==> src/rtl/implication_monitor_pkg.sv <==
// Shared constants and helpers for the implication window monitor.
package implication_monitor_pkg;

    // Deepest supported window; bounds the per-lane pending shift register.
    localparam int unsigned MAX_DLY_LIMIT = 16;

    // Widest supported failure counter.
    localparam int unsigned CNT_W_LIMIT = 31;

    // Increment v by one, holding at the all-ones value of a w-bit counter.
    function automatic logic [31:0] sat_inc(input logic [31:0] v, input int unsigned w);
        logic [31:0] max_v;
        max_v = (32'd1 << w) - 32'd1;
        return (v >= max_v) ? max_v : v + 32'd1;
    endfunction

    // True when the parameter set describes a buildable monitor.
    function automatic bit params_ok(input int unsigned num_ch,
                                     input int unsigned min_dly,
                                     input int unsigned max_dly,
                                     input int unsigned cnt_w);
        return (num_ch >= 1) && (min_dly >= 1) && (min_dly <= max_dly) &&
               (max_dly <= MAX_DLY_LIMIT) && (cnt_w >= 1) && (cnt_w <= CNT_W_LIMIT);
    endfunction

endpackage

==> src/rtl/implication_lane.sv <==
// One monitor channel: pending-attempt shift register, discharge/fail
// resolution, saturating failure counter and sticky flag.
module implication_lane
    import implication_monitor_pkg::*;
#(
    parameter int unsigned MIN_DLY = 1,
    parameter int unsigned MAX_DLY = 3,
    parameter int unsigned CNT_W   = 4
) (
    input  logic             CLK,
    input  logic             RESET,
    input  logic             en,
    input  logic             clr,
    input  logic             ante,
    input  logic             cons,
    output logic             fail,
    output logic             pass,
    output logic             fail_sticky,
    output logic [CNT_W-1:0] fail_cnt,
    output logic             pending
);

    // pend_q[a] set: an undischarged attempt of age a cycles.
    logic [MAX_DLY:1] pend_q;
    logic [MAX_DLY:1] pend_d;
    logic             fail_d;
    logic             pass_d;
    logic             sticky_d;
    logic [CNT_W-1:0] cnt_d;
    logic             pending_d;
    logic             elig_any;

    // Next-state: launch, discharge eligible ages on cons, age survivors, resolve.
    always_comb begin
        pend_d    = '0;
        fail_d    = 1'b0;
        pass_d    = 1'b0;
        elig_any  = 1'b0;
        sticky_d  = fail_sticky;
        cnt_d     = fail_cnt;

        for (int unsigned a = MIN_DLY; a <= MAX_DLY; a++) begin
            elig_any = elig_any | pend_q[a];
        end

        if (en) begin
            pend_d[1] = ante;
            for (int unsigned a = 1; a < MAX_DLY; a++) begin
                pend_d[a+1] = pend_q[a] & ~(cons & (a >= MIN_DLY));
            end
            pass_d = cons & elig_any;
            fail_d = pend_q[MAX_DLY] & ~cons;
        end

        if (clr) begin
            cnt_d    = '0;
            sticky_d = 1'b0;
        end else if (fail_d) begin
            cnt_d    = CNT_W'(sat_inc(32'(fail_cnt), CNT_W));
            sticky_d = 1'b1;
        end

        pending_d = |pend_d;
    end

    // State and output registers.
    always_ff @(posedge CLK or negedge RESET) begin
        if (!RESET) begin
            pend_q      <= '0;
            fail        <= 1'b0;
            pass        <= 1'b0;
            fail_sticky <= 1'b0;
            fail_cnt    <= '0;
            pending     <= 1'b0;
        end else begin
            pend_q      <= pend_d;
            fail        <= fail_d;
            pass        <= pass_d;
            fail_sticky <= sticky_d;
            fail_cnt    <= cnt_d;
            pending     <= pending_d;
        end
    end

endmodule

==> src/rtl/implication_window_monitor.sv <==
// Multi-channel "ante |-> ##[MIN_DLY:MAX_DLY] cons" checker with pulse,
// sticky and counter reporting.
module implication_window_monitor
    import implication_monitor_pkg::*;
#(
    parameter int unsigned NUM_CH  = 2,
    parameter int unsigned MIN_DLY = 1,
    parameter int unsigned MAX_DLY = 3,
    parameter int unsigned CNT_W   = 4
) (
    input  logic                    CLK,
    input  logic                    RESET,
    input  logic                    en,
    input  logic                    clr,
    input  logic [NUM_CH-1:0]       ante,
    input  logic [NUM_CH-1:0]       cons,
    output logic [NUM_CH-1:0]       fail,
    output logic [NUM_CH-1:0]       pass,
    output logic [NUM_CH-1:0]       fail_sticky,
    output logic [NUM_CH*CNT_W-1:0] fail_cnt,
    output logic [NUM_CH-1:0]       pending
);

    // Refuse to build with an illegal window or counter width.
    if (!params_ok(NUM_CH, MIN_DLY, MAX_DLY, CNT_W)) begin : g_bad_params
        $error("implication_window_monitor: illegal parameters NUM_CH=%0d MIN_DLY=%0d MAX_DLY=%0d CNT_W=%0d",
               NUM_CH, MIN_DLY, MAX_DLY, CNT_W);
    end

    // One independent lane per channel; control and clock broadcast.
    for (genvar i = 0; i < NUM_CH; i++) begin : g_lane
        implication_lane #(
            .MIN_DLY (MIN_DLY),
            .MAX_DLY (MAX_DLY),
            .CNT_W   (CNT_W)
        ) u_lane (
            .CLK         (CLK),
            .RESET       (RESET),
            .en          (en),
            .clr         (clr),
            .ante        (ante[i]),
            .cons        (cons[i]),
            .fail        (fail[i]),
            .pass        (pass[i]),
            .fail_sticky (fail_sticky[i]),
            .fail_cnt    (fail_cnt[i*CNT_W +: CNT_W]),
            .pending     (pending[i])
        );
    end

endmodule

==> config.mk <==
export PLATFORM = sky130hd
export DESIGN_NAME = implication_window_monitor
export DESIGN_NICKNAME = d
export VERILOG_FILES = /design/src/rtl/implication_monitor_pkg.sv /design/src/rtl/implication_lane.sv /design/src/rtl/implication_window_monitor.sv
export SDC_FILE = /design/constraint.sdc
export NUM_CORES = 1
export LEC_CHECK = 0
export CORE_UTILIZATION = 49
export CTS_CLUSTER_SIZE = 20
export DETAILED_ROUTE_END_ITERATION = 6
export PLACE_DENSITY = 0.85
export REMOVE_ABC_BUFFERS = 1
export SLEW_MARGIN = 10
export SYNTH_ARGS = -nofsm -noshare
export SYNTH_HDL_FRONTEND = slang
export SYNTH_HIERARCHICAL = 1
export SYNTH_SLANG_ARGS = --single-unit
==> constraint.sdc <==
create_clock -name CLK -period 3.6 [get_ports CLK]
set_input_delay 0.54 -clock CLK [delete_from_list [all_inputs] [get_ports CLK]]
set_output_delay 0.54 -clock CLK [all_outputs]
set_load 0.005 [all_outputs]
==> results of run 1 <==
[power by group through the flow]
stage                     combinational, mW  sequential (mW)  clock [mW]
after floorplan                     0.00577            0.258           0
after global placement               0.0274            0.258           0
after detailed placement             0.0280            0.258           0
after CTS                            0.0283            0.254       0.109
after global routing                 0.0307            0.254       0.116
final                                0.0276            0.254       0.102
[worst register-to-register path, stage by stage (launching register included)]
cell and delay, ns:
dfrtp_1 0.45, ha_1 0.26, and4b_1 0.25, and3_1 0.15, nor3_1 0.04
[layout make-up]
cell class              instances  area (um2)
well taps                      25       31.28
flip-flops and latches         22       550.5
inverters                       2       7.507
multi-input cells              45       325.3
clock buffers                   3       22.52
repair buffers                 23       230.2
fillers                       142       559.3
[how the worst max path moves through the flow]
stage                                   endpoint                          from  slack, ns  cells past startpoint
finish                               fail_cnt[4]  g_lane[1].u_lane/fail_cnt[0]       1.78                      1
global route                         fail_cnt[0]  g_lane[0].u_lane/fail_cnt[0]       1.72                      1
CTS                                  fail_cnt[4]  g_lane[1].u_lane/fail_cnt[0]       1.77                      1
detailed placement  g_lane[1].u_lane/fail_cnt[2]                            en       1.58                      4
global placement    g_lane[0].u_lane/fail_cnt[2]                            en       1.65                      4
floorplan           g_lane[1].u_lane/fail_cnt[2]                       cons[1]       2.34                      3
[per-stage QoR]
stage | util | hold slack, ns | std cells | instance area (um2) | total power, mW
3_3_place_gp | 0.6630 | 0.4822 | 117 | 1145 | 0.2856
5_1_grt | 0.6761 | 0.5371 | 120 | 1167 | 0.4012
4_1_cts | 0.6761 | 0.5150 | 120 | 1167 | 0.3914
3_5_place_dp | 0.6630 | 0.4875 | 117 | 1145 | 0.2865
6_report | 0.6761 | 0.5055 | 120 | 1167 | 0.3831
2_1_floorplan | - | 0.2444 | 69 | 883.3 | 0.2642
[sequential cells by signal, summed over array words and instances, names as in the netlist]
name and cells:
g_lane.u_lane/fail_sticky 2, g_lane.u_lane/pass 2, g_lane.u_lane/pend_q 6, g_lane.u_lane/fail_cnt 8
g_lane.u_lane/fail 2, g_lane.u_lane/pending 2
[metal layers]
metal	share of wire	vias up
met4	0.018	0
met5	0	-
li1	-	314
met2	0.50	16
met3	0.027	4
met1	0.45	312
[logic make-up (layout without fill, tap and decap cells)]
group	count (synthesis)	count (layout)	synth area share
buf+inv	4	28	0.03315
flops	22	22	0.6077
simple gates	30	30	0.2196
fa+ha+maj	2	2	0.02762
compound gates	13	13	0.1119
[cells in the final DEF, fill, tap and decap left out, drive strengths merged, types with 2 or more instances in the layout]
cell	Yosys	final
ha	2	2
o311a	2	2
and3b	4	4
nor2	8	8
a311oi	2	2
and2	4	4
a21oi	2	2
clkbuf	0	3
nand3	2	2
and3	2	2
inv	2	2
a31oi	2	2
a41oi	2	2
o21bai	2	2
dfrtp	22	22
nor3	4	4
clkdlybuf4s50	0	23
and4b	4	4
==> metrics.txt, run 1 <==
Avg WL per Cell 13.42 um; max-slew violation count 0; met1 Use GR 0.2434; drt via density 5.383; grt met2 use 0.2754; Ports 24; Place WS 1.578 ns; slowest stage cell, crit path clkdlybuf4s50_1; Core Region 0.001727 mm2; FF-to-FF Start g_lane[1].u_lane/fail_cnt[0]; top cells by area, synth dfrtp_1, and4b_1, nor2_1; status complete, no violations; Worst Min Path Start g_lane[1].u_lane/fail_sticky; Hold Buf Count CTS 0; hold crit path type flop to flop; final hold violation count 0; Tmin final 1.816 ns; final setup fails 0; Critical Path, Cell by Cell clkdlybuf4s50_1; vias in the first global route 601; Combinational Power Share 0.072; FF+latch count, synth 22; DRT antenna net count 0; Worst Setup End Kind output pin; Top FF cell, synth dfrtp_1; share of layout cells above drive strength 1 0.09474; largest net degree at the start of global routing 23; total global-route track usage 0.1833; global route total overflow 0; CP Class flop to output pin; mapped cell area 905.9 um2; worst setup margin 1.784 ns; hold path depth 2; DRT Wirelength 1610 um; Cells after Synth 71; clk buf depth 2; worst slew pin tran 0.9525 ns; Reg-to-Reg End g_lane[1].u_lane/fail_cnt[3]; share of the synthesized area in the top cell type 0.6077; hold path endpoint g_lane[1].u_lane/fail_sticky; hpwl dp 1152 um; WP buf/inv 1; Clk pin slew, worst setup/hold paths 0.10 ns; Resized Gates After CTS 0; post-synth top area cell dfrtp_1; DIE AREA 0.002025 mm2; final critical-path share of the clock period 0.5044; area grow syn2layout 28.87%; antenna violations before repair 0; P_sw 77.64 uW; number of library cell types mapped by synthesis 24; Yosys warnings 6; H-tree levels 1; TritonCTS clock tree built; Peak VDD IR 229.1 uV; input/output buffers 23; RSZ-0062 raised after global routing no; via count 646; Worst Path Required 3.06 ns; slack of the worst reg-to-reg path 2.33 ns; clock power share 0.266; Final nets 107; GR Util met3 0.04000; Residual DRC 0; share of flip-flops with an asynchronous set or reset 1.000; Max Cap Viol 0; first-pass GRT wire length 2642 um; Setup Skew 0.003741 ns; max incr delay on CP 0.55 ns; leakage 0.5593 nW; Seq/Total Area, Yosys 0.6077; CTS Sinks 22; FP Rows 15; final antenna diode count 0; Avg Synthesized Cell Area 12.76 um2; switch share 0.2027; Cell Int Power 305.4 uW; f_max 550.7 MHz; crit path max fanout 6; CTS Buf Count 3; Setup TNS Final 0 ns; Post-synth EDFFs 0; Critical Path AT 1.28 ns; cell with the most instances after synthesis dfrtp_1; delay-heaviest family, CP buffers and inverters; worst skew pair latency 0.29 ns; die span in x 45.00 um; die height 45.00 um; Starting Density 0.5246; first drt pass iteration count 4; commonest cells in the synthesized netlist dfrtp_1, nor2_1, and2_1, and4b_1; GRT busiest layer met2; R2R depth 4; Initial DRC Count 10; Rel. slew slack 0.3630; sequential group share of total power 0.662; Startpoint Class flop; Placer Congestion 0.7299; clk root buf clkbuf_4; PD cells 328.1 mW/mm2; Post CTS Setup Buffer Count 0
Note: power is estimated with default switching activity, not from simulation.
==> inputs of run 2 (changes only) <==
Settings changed: CORE_UTILIZATION 49 to 41, PLACE_DENSITY 0.85 to 0.76.
Clock period 3.6 ns to 1.62 ns, I/O delays scaled along.
==> metrics.txt, run 2 (synthesis gave the netlist of run 1 again) <==
status complete, no violations; commonest non-fill, non-tap cell in the layout clkdlybuf4s50_1; CTS Buf Count 3 (unchanged); die span in x 49.01 um (+8.9%); worst hold slack 0.2681 ns (-0.2374 ns); Tmin final 1.550 ns; Ports 24 (unchanged); Rel. slew slack 0.7240 (+0.3610); largest net degree at the start of global routing 23 (unchanged); Startpoint Class flop; Setup Skew 0.006051 ns (+0.002310 ns); H-tree levels 1 (unchanged); share of layout cells above drive strength 1 0.1485 (+0.05378); dpl cells 124 (+6.0%); placed cell area 0.001185 mm2 (+3.5%); delay-heaviest family, CP buffers and inverters; final setup fails 0 (unchanged); RSZ-0062 raised after global routing no; switch share 0.2104 (+0.007733); Largest register FFs 8 (unchanged); DRT antenna net count 0 (unchanged); most frequent cells in the layout clkdlybuf4s50_1, dfrtp_1, nor2_1; vias in the first global route 678 (+13%); Residual DRC 0 (unchanged); Fillers 165 (+16%); final critical-path share of the clock period 0.9568; Initial DRC Count 10 (unchanged); Worst setup startpoint g_lane[0].u_lane/fail_cnt[0]; sequential group share of total power 0.606 (-0.056); Max Cap Viol 0 (unchanged); first drt pass iteration count 4 (unchanged); Resized Gates After CTS 0 (unchanged); hold crit path type primary input to async pin; Starting Density 0.4480 (-0.07662); worst slew pin tran 0.4127 ns (-0.5398 ns); Critical Path AT 1.31 ns (+0.03 ns); Avg WL per Cell 13.19 um (-1.7%); via count 678 (+5.0%); PD cells 761.8 mW/mm2 (+130%); Cell Int Power 734.6 uW (+140%); hpwl dp 1187 um (+3.0%); TritonCTS clock tree built; FF-to-FF Start g_lane[0].u_lane/fail_cnt[0]; final hold violation count 0 (unchanged); WP buf/inv 1 (unchanged); CP Class flop to output pin; input/output buffers 23 (unchanged); GR Util met3 0.04673 (+0.006729); die height 49.01 um (+8.9%); Critical Path, Cell by Cell clkdlybuf4s50_1; P_sw 195.8 uW (+150%); clk buf depth 2 (unchanged); max-slew violation count 0 (unchanged); crit path max fanout 6 (unchanged); Peak VDD IR 653.5 uV (+190%); Final nets 112 (+4.7%); Worst Setup End Kind output pin; Tot Pwr 930.3 uW (+140%); area occupied by multi-input gates 325.3 um2 (unchanged); Worst Path Required 1.38 ns (-1.68 ns); antenna violations before repair 0 (unchanged); worst skew pair latency 0.31 ns (+0.02 ns); Top reg by flops g_lane.u_lane/fail_cnt; Top Registers g_lane.u_lane/fail_cnt (8), g_lane.u_lane/pend_q (6); Core Region 0.002022 mm2 (+17%); Setup TNS Final 0 ns (unchanged); Clk pin slew, worst setup/hold paths 0.12 ns (+0.02 ns); final antenna diode count 0 (unchanged); sequential cell area 550.5 um2 (unchanged); area grow syn2layout 34.81%; drt via density 5.297 (-1.6%); total global-route track usage 0.1631 (-0.02020); FP Rows 16 (+1); DRT Wirelength 1688 um (+4.8%); Hold Buf Count CTS 0 (unchanged); leakage 0.5918 nW (+5.8%); clk root buf clkbuf_4; post-route cell area 0.001221 mm2 (+4.6%); max incr delay on CP 0.54 ns (about the same); DIE AREA 0.002401 mm2 (+19%); Placer Congestion 0.7575 (+3.8%); slowest stage cell, crit path clkdlybuf4s50_1; global route total overflow 0 (unchanged); Post CTS Setup Buffer Count 0 (unchanged); first-pass GRT wire length 3001 um (+14%); Combinational Power Share 0.073 (about the same); slack of the worst reg-to-reg path 0.33 ns (-2.00 ns); met1 Use GR 0.2057 (-0.03768); non-filler instance count after layout 128 (+6.7%); GRT busiest layer met2; grt met2 use 0.2731 (-0.002214); clock power share 0.322 (+0.056); f_max 645.2 MHz; CTS Sinks 22 (unchanged)
==> run 2: cell count changes in the layout (fill, tap and decap cells not counted), sizes merged <==
| cell | previous run | this run |
|---|---|---|
| buf | 0 | 5 |
| clkbuf | 3 | 4 |
==> run 2: final timing paths <==
| kind | depth (start not counted) | to |
|---|---|---|
| max | 1 | fail_cnt[0] |
| min | 2 | g_lane[1].u_lane/fail |
| max reg2reg | 4 | g_lane[0].u_lane/fail_cnt[3] |
| min reg2reg | 1 | g_lane[1].u_lane/pend_q[3] |
| max in group asynchronous | 2 | g_lane[1].u_lane/pend_q[1] |
| min in group CLK | 1 | g_lane[1].u_lane/pend_q[3] |
==> run 2: power by group through the flow <==
| stage | registers [mW] | clock network, mW | logic, mW |
|---|---|---|---|
| finish | 0.563 | 0.299 | 0.0675 |
| CTS | 0.564 | 0.313 | 0.0692 |
| global route | 0.565 | 0.339 | 0.0749 |
| global placement | 0.574 | 0 | 0.0669 |
| detailed placement | 0.574 | 0 | 0.0689 |
| floorplan | 0.574 | 0 | 0.0128 |
==> run 2: metal layers <==
metal | share of wire | vias to the layer above | wire length, um
li1 | - | 324 | -
met4 | 0.0077 | 0 | 13
met1 | 0.48 | 328 | 810
met5 | 0 | - | 0
met2 | 0.47 | 24 | 786
met3 | 0.046 | 2 | 77
==> run 2: cell type report <==
type / instances / area share
repair buffers: 28 / 0.2193
clock buffers: 4 / 0.02971
flip-flops and latches: 22 / 0.4508
inverters: 2 / 0.006148
multi-input cells: 45 / 0.2664
well taps: 27 / 0.02766
==> run 2: per-stage QoR <==
step,utilization,setup WS [ns]
floorplan,-,0.4290
global placement,0.5860,0.07399
detailed placement,0.5860,0.02886
CTS,0.6040,0.07399
global route,0.6040,0.01241
finish,0.6040,0.07003
==> inputs of run 3 (changes only) <==
Settings changed: CELL_PAD_IN_SITES_DETAIL_PLACEMENT set to 0, CELL_PAD_IN_SITES_GLOBAL_PLACEMENT set to 1, CORE_UTILIZATION 41 to 33, PLACE_DENSITY 0.76 to 0.77.
==> metrics.txt, run 3 (synthesis gave the netlist of run 1 again) <==
clk root buf clkbuf_4; Critical Path AT 1.29 ns (-0.02 ns); via count 656 (-3.2%); hpwl dp 1199 um (+0.98%); leakage 0.5925 nW (+0.11%); worst slew pin tran 0.3879 ns (-0.02472 ns); Hold Buf Count CTS 0 (unchanged); met1 WL 822 um (+1.5%); CP Class flop to output pin; antenna violations before repair 0 (unchanged); hold crit path type primary input to async pin; Worst Path Required 1.38 ns (about the same); dpl cells 127 (+2.4%); CTS Sinks 22 (unchanged); Initial DRC Count 8 (-2); Final Util 0.4813 (-0.1226); commonest non-fill, non-tap cell in the layout clkdlybuf4s50_1; final setup fails 0 (unchanged); area occupied by multi-input gates 325.3 um2 (unchanged); Starting Density 0.3559 (-0.09207); worst setup margin 0.08499 ns (+0.01496 ns); drt via density 5.008 (-5.5%); Tmin final 1.535 ns (-0.01496 ns); first-pass GRT wire length 2801 um (-6.7%); worst skew pair latency 0.30 ns (about the same); RSZ-0062 raised after global routing no; TritonCTS clock tree built; final antenna diode count 0 (unchanged); max incr delay on CP 0.53 ns (about the same); Place WS 0.04501 ns (+0.01614 ns); Ports 24 (unchanged); Max Cap Viol 0 (unchanged); Startpoint Class flop; Avg WL per Cell 12.81 um (-2.9%); Resized Gates After CTS 0 (unchanged); Clk pin slew, worst setup/hold paths 0.12 ns (about the same); Rel. slew slack 0.7406 (+0.01653); clk buf depth 2 (unchanged); Final nets 112 (unchanged); status complete, no violations; vias in the first global route 635 (-6.3%); Top reg by flops g_lane.u_lane/fail_cnt; most frequent cells in the layout clkdlybuf4s50_1, dfrtp_1, nor2_1; Fillers 248 (+50%); Peak VDD IR 519.9 uV (-20%); H-tree levels 1 (unchanged); Placer Congestion 0.8005 (+5.7%); Tot Pwr 924.2 uW (-0.66%); top layer in use met4; area grow syn2layout 35.22%; largest net degree at the start of global routing 23 (unchanged); Critical Path, Cell by Cell clkdlybuf4s50_1; WP buf/inv 1 (unchanged); non-filler instance count after layout 131 (+2.3%); Setup TNS Final 0 ns (unchanged); final critical-path share of the clock period 0.9475 (-0.009232); Residual DRC 0 (unchanged); DRT antenna net count 0 (unchanged); die span in x 54.40 um (+11%); input/output buffers 23 (unchanged); f_max 651.5 MHz (+0.97%); share of layout cells above drive strength 1 0.1485 (unchanged); sequential cell area 550.5 um2 (unchanged); met3 WL 101 um (+31%); Top Registers g_lane.u_lane/fail_cnt (8), g_lane.u_lane/pend_q (6); total global-route track usage 0.1343 (-0.02874); final hold violation count 0 (unchanged); FP Rows 18 (+2); met2 WL 741 um (-5.7%); slowest stage cell, crit path clkdlybuf4s50_1; crit path max fanout 6 (unchanged); Post CTS Setup Buffer Count 0 (unchanged); die height 54.40 um (+11%); Core Region 0.002545 mm2 (+26%); Setup Skew 0.001060 ns (-0.004991 ns); Largest register FFs 8 (unchanged); delay-heaviest family, CP buffers and inverters; first drt pass iteration count 4 (unchanged); Worst Setup End Kind output pin; CTS Buf Count 3 (unchanged); DIE AREA 0.002959 mm2 (+23%); DRT Wirelength 1678 um (-0.59%); max-slew violation count 0 (unchanged); global route total overflow 0 (unchanged); PD cells 754.5 mW/mm2 (-0.97%)
run 3: cell counts in the layout (fill, tap and decap cells not counted):
Identical to the previous run, type by type.
run 3: stage by stage:
step                hold slack (ns)  instance area, um2
floorplan                  -0.05259               883.3
global placement             0.4780                1189
detailed placement           0.4914                1189
CTS                          0.2855                1225
global route                 0.2900                1225
finish                       0.2814                1225
run 3: cell type report:
cell class	instances	share of cell area
clock buffers	4	0.02962
inverters	2	0.006129
multi-input cells	45	0.2656
flip-flops and latches	22	0.4494
well taps	30	0.03064
repair buffers	28	0.2186
run 3: report_power, final:
| part | switching, mW | leakage, nW | internal [mW] |
|---|---|---|---|
| Sequential | 0.00484 | 0.301 | 0.559 |
| Combinational | 0.0287 | 0.270 | 0.0370 |
| Clock | 0.158 | 0.0210 | 0.137 |
run 3: layer usage:
| metal | vias up | global-route usage |
|---|---|---|
| li1 | 325 | - |
| met1 | 308 | 0.1834 |
| met2 | 21 | 0.1951 |
| met3 | 2 | 0.03333 |
| met4 | 0 | 0.06838 |
| met5 | - | 0 |
run 3: worst paths after layout:
| check | from | to | slack [ns] | cells past startpoint |
|---|---|---|---|---|
| max in group asynchronous | RESET | g_lane[0].u_lane/fail | 1.12 | 2 |
| min in group CLK | g_lane[0].u_lane/fail_sticky | g_lane[0].u_lane/fail_sticky | 0.52 | 2 |
| worst min-delay path | RESET | g_lane[0].u_lane/fail_cnt[0] | 0.28 | 2 |
| worst max-delay path | g_lane[0].u_lane/fail_cnt[0] | fail_cnt[0] | 0.08 | 1 |
| worst max register to register | g_lane[0].u_lane/fail_cnt[0] | g_lane[0].u_lane/fail_cnt[3] | 0.33 | 4 |
| worst min register to register | g_lane[0].u_lane/fail_sticky | g_lane[0].u_lane/fail_sticky | 0.52 | 2 |
==> variant, RTL diff (settings of run 2) <==
Make the reset (`RESET`) synchronous in one clocked block.
--- a/src/rtl/implication_lane.sv
+++ b/src/rtl/implication_lane.sv
@@ -66,3 +66,3 @@
     // State and output registers.
-    always_ff @(posedge CLK or negedge RESET) begin
+    always_ff @(posedge CLK) begin
         if (!RESET) begin
Function: differs if RESET is asserted again (counterexample within 4 cycles, from zero or initial values and one cycle with RESET low); with RESET held inactive, the same outputs for 10 cycles.
==> variant against run 2 <==
- sequential cell count stayed put
- routed wire length is 16% lower
- register-to-register slack better by 120 ps
- synthesized area is 7.5% lower
- core utilization is 2.4 points higher
- power is 4.6% lower
- setup slack better by 27 ps
- highest routed layer unchanged
- cell area is 6.4% lower
- critical path depth stayed put
==> variant: results (changes against run 2) <==
status finished clean; top cells by area, synth dfxtp_1, nor3b_1, nor2_1, o21bai_1, a211oi_2; fraction of layout cells with a size suffix above 1 12.84% (-2.0 points); ant diodes 0 (unchanged); first-pass GRT wire length 2401 µm (-20%); final antenna-violating net count 0 (unchanged); VDD IR max 516.8 µV (-21%); Critical Path AT 1280 ps (-30 ps); CTS resizes 0 (unchanged); count of different cell masters after synthesis 20 (-17%); critical path's top delay family buffers and inverters; global-route usage over all layers 15.58% (-0.73 points); Placeable Area 1821 µm² (-10%); Pre-antenna DRT Iters 3 (-1); Pint 713.7 µW (-2.8%); # fillers 163 (-1.2%); fraction of registers with async set or reset after synthesis 0% (-100 points); Vias 691 (+1.9%); most frequent cells after synthesis dfxtp_1, nor2_1, nor3b_1; drt total wl 1425 µm (-16%); Buffers on Ports 23 (unchanged); Reg2Reg Setup Slack 450 ps (+120 ps); total CTS buffers 3 (unchanged); ys flop type dfxtp_1; initial drt markers 8 (-2); pin count of the biggest net entering global routing 13 (-43%); RD Place Congestion 0.7288 (-3.8%); FF-to-FF path depth 3 (-1); max_slew headroom 83.36% (+11 points); register area share after synthesis 52.54% (-8.2 points); Skew-Pair Late Insertion Delay 290 ps (-20 ps); Lkg Pwr 0.4385 nW (-26%); final clock skew 1.483 ps (-4.568 ps); CP startpoint g_lane[0].u_lane/fail_cnt[0]$_SDFFE_PP0P_; end of the critical path fail_cnt[0]; Post-layout nets 120 (+7.1%); Min-Delay Path Class flop to flop; slowest stage delay, CP 540 ps (about the same); crit-path max FO 6 (unchanged); Worst R2R End g_lane[0].u_lane/fail_cnt[1]$_SDFFE_PP0P_; vias in the first global route 600 (-12%); DP Wirelength 1116 µm (-6.0%)
[variant: worst min-delay path by stage]
stage	endpoint	slack, ps	cells past startpoint
3_3_place_gp	g_lane[0].u_lane/fail_sticky$_SDFFE_PP0P_	450	2
2_1_floorplan	g_lane[1].u_lane/pend_q[2]$_SDFF_PN0_	320	1
3_5_place_dp	g_lane[0].u_lane/fail_sticky$_SDFFE_PP0P_	460	2
4_1_cts	g_lane[0].u_lane/pend_q[1]$_SDFF_PN0_	470	3
6_report	g_lane[0].u_lane/fail_sticky$_SDFFE_PP0P_	480	2
5_1_grt	g_lane[1].u_lane/pend_q[1]$_SDFF_PN0_	490	3
[variant: per-stage QoR]
stage	std cells	setup WS (ps)	area [µm²]	util, %
after global routing	134	3.227	1144	62.82
after global placement	130	117.0	1107	60.82
after detailed placement	130	88.84	1107	60.82
final	134	97.40	1144	62.82
after floorplan	78	577.2	815.8	-
after CTS	134	78.69	1144	62.82
[variant: logic make-up (layout without fill, tap and decap cells)]
kind of cell / Yosys count / in the layout / share of synthesized area [%]
flops: 22 / 22 / 52.54
simple gates: 34 / 34 / 25.37
fa+ha+maj: 2 / 2 / 2.985
buf+inv: 6 / 35 / 4.477
compound gates: 16 / 16 / 14.63
[variant: final cells by class]
cell class                 count  area share (%)
multi-input combinational     52           31.51
sequential                    22           38.51
timing repair buffer          27           22.76
tap                           25           2.735
inverter                       4           1.313
clock buffer                   4           3.173
[variant: metal layers]
metal | global-route usage [%] | vias up | share of wire [%]
li1 | - | 348 | -
met1 | 18.91 | 329 | 47
met2 | 26.39 | 12 | 50
met3 | 3.462 | 2 | 3.0
met4 | 6.857 | 0 | 0.42
met5 | 0 | - | 0
[variant: power groups by stage]
stage | Combinational (mW) | Clock [mW] | Sequential (mW)
detailed placement | 0.0514 | 0 | 0.561
global route | 0.0565 | 0.330 | 0.549
global placement | 0.0503 | 0 | 0.561
floorplan | 0.0169 | 0 | 0.561
CTS | 0.0516 | 0.306 | 0.549
finish | 0.0512 | 0.288 | 0.548
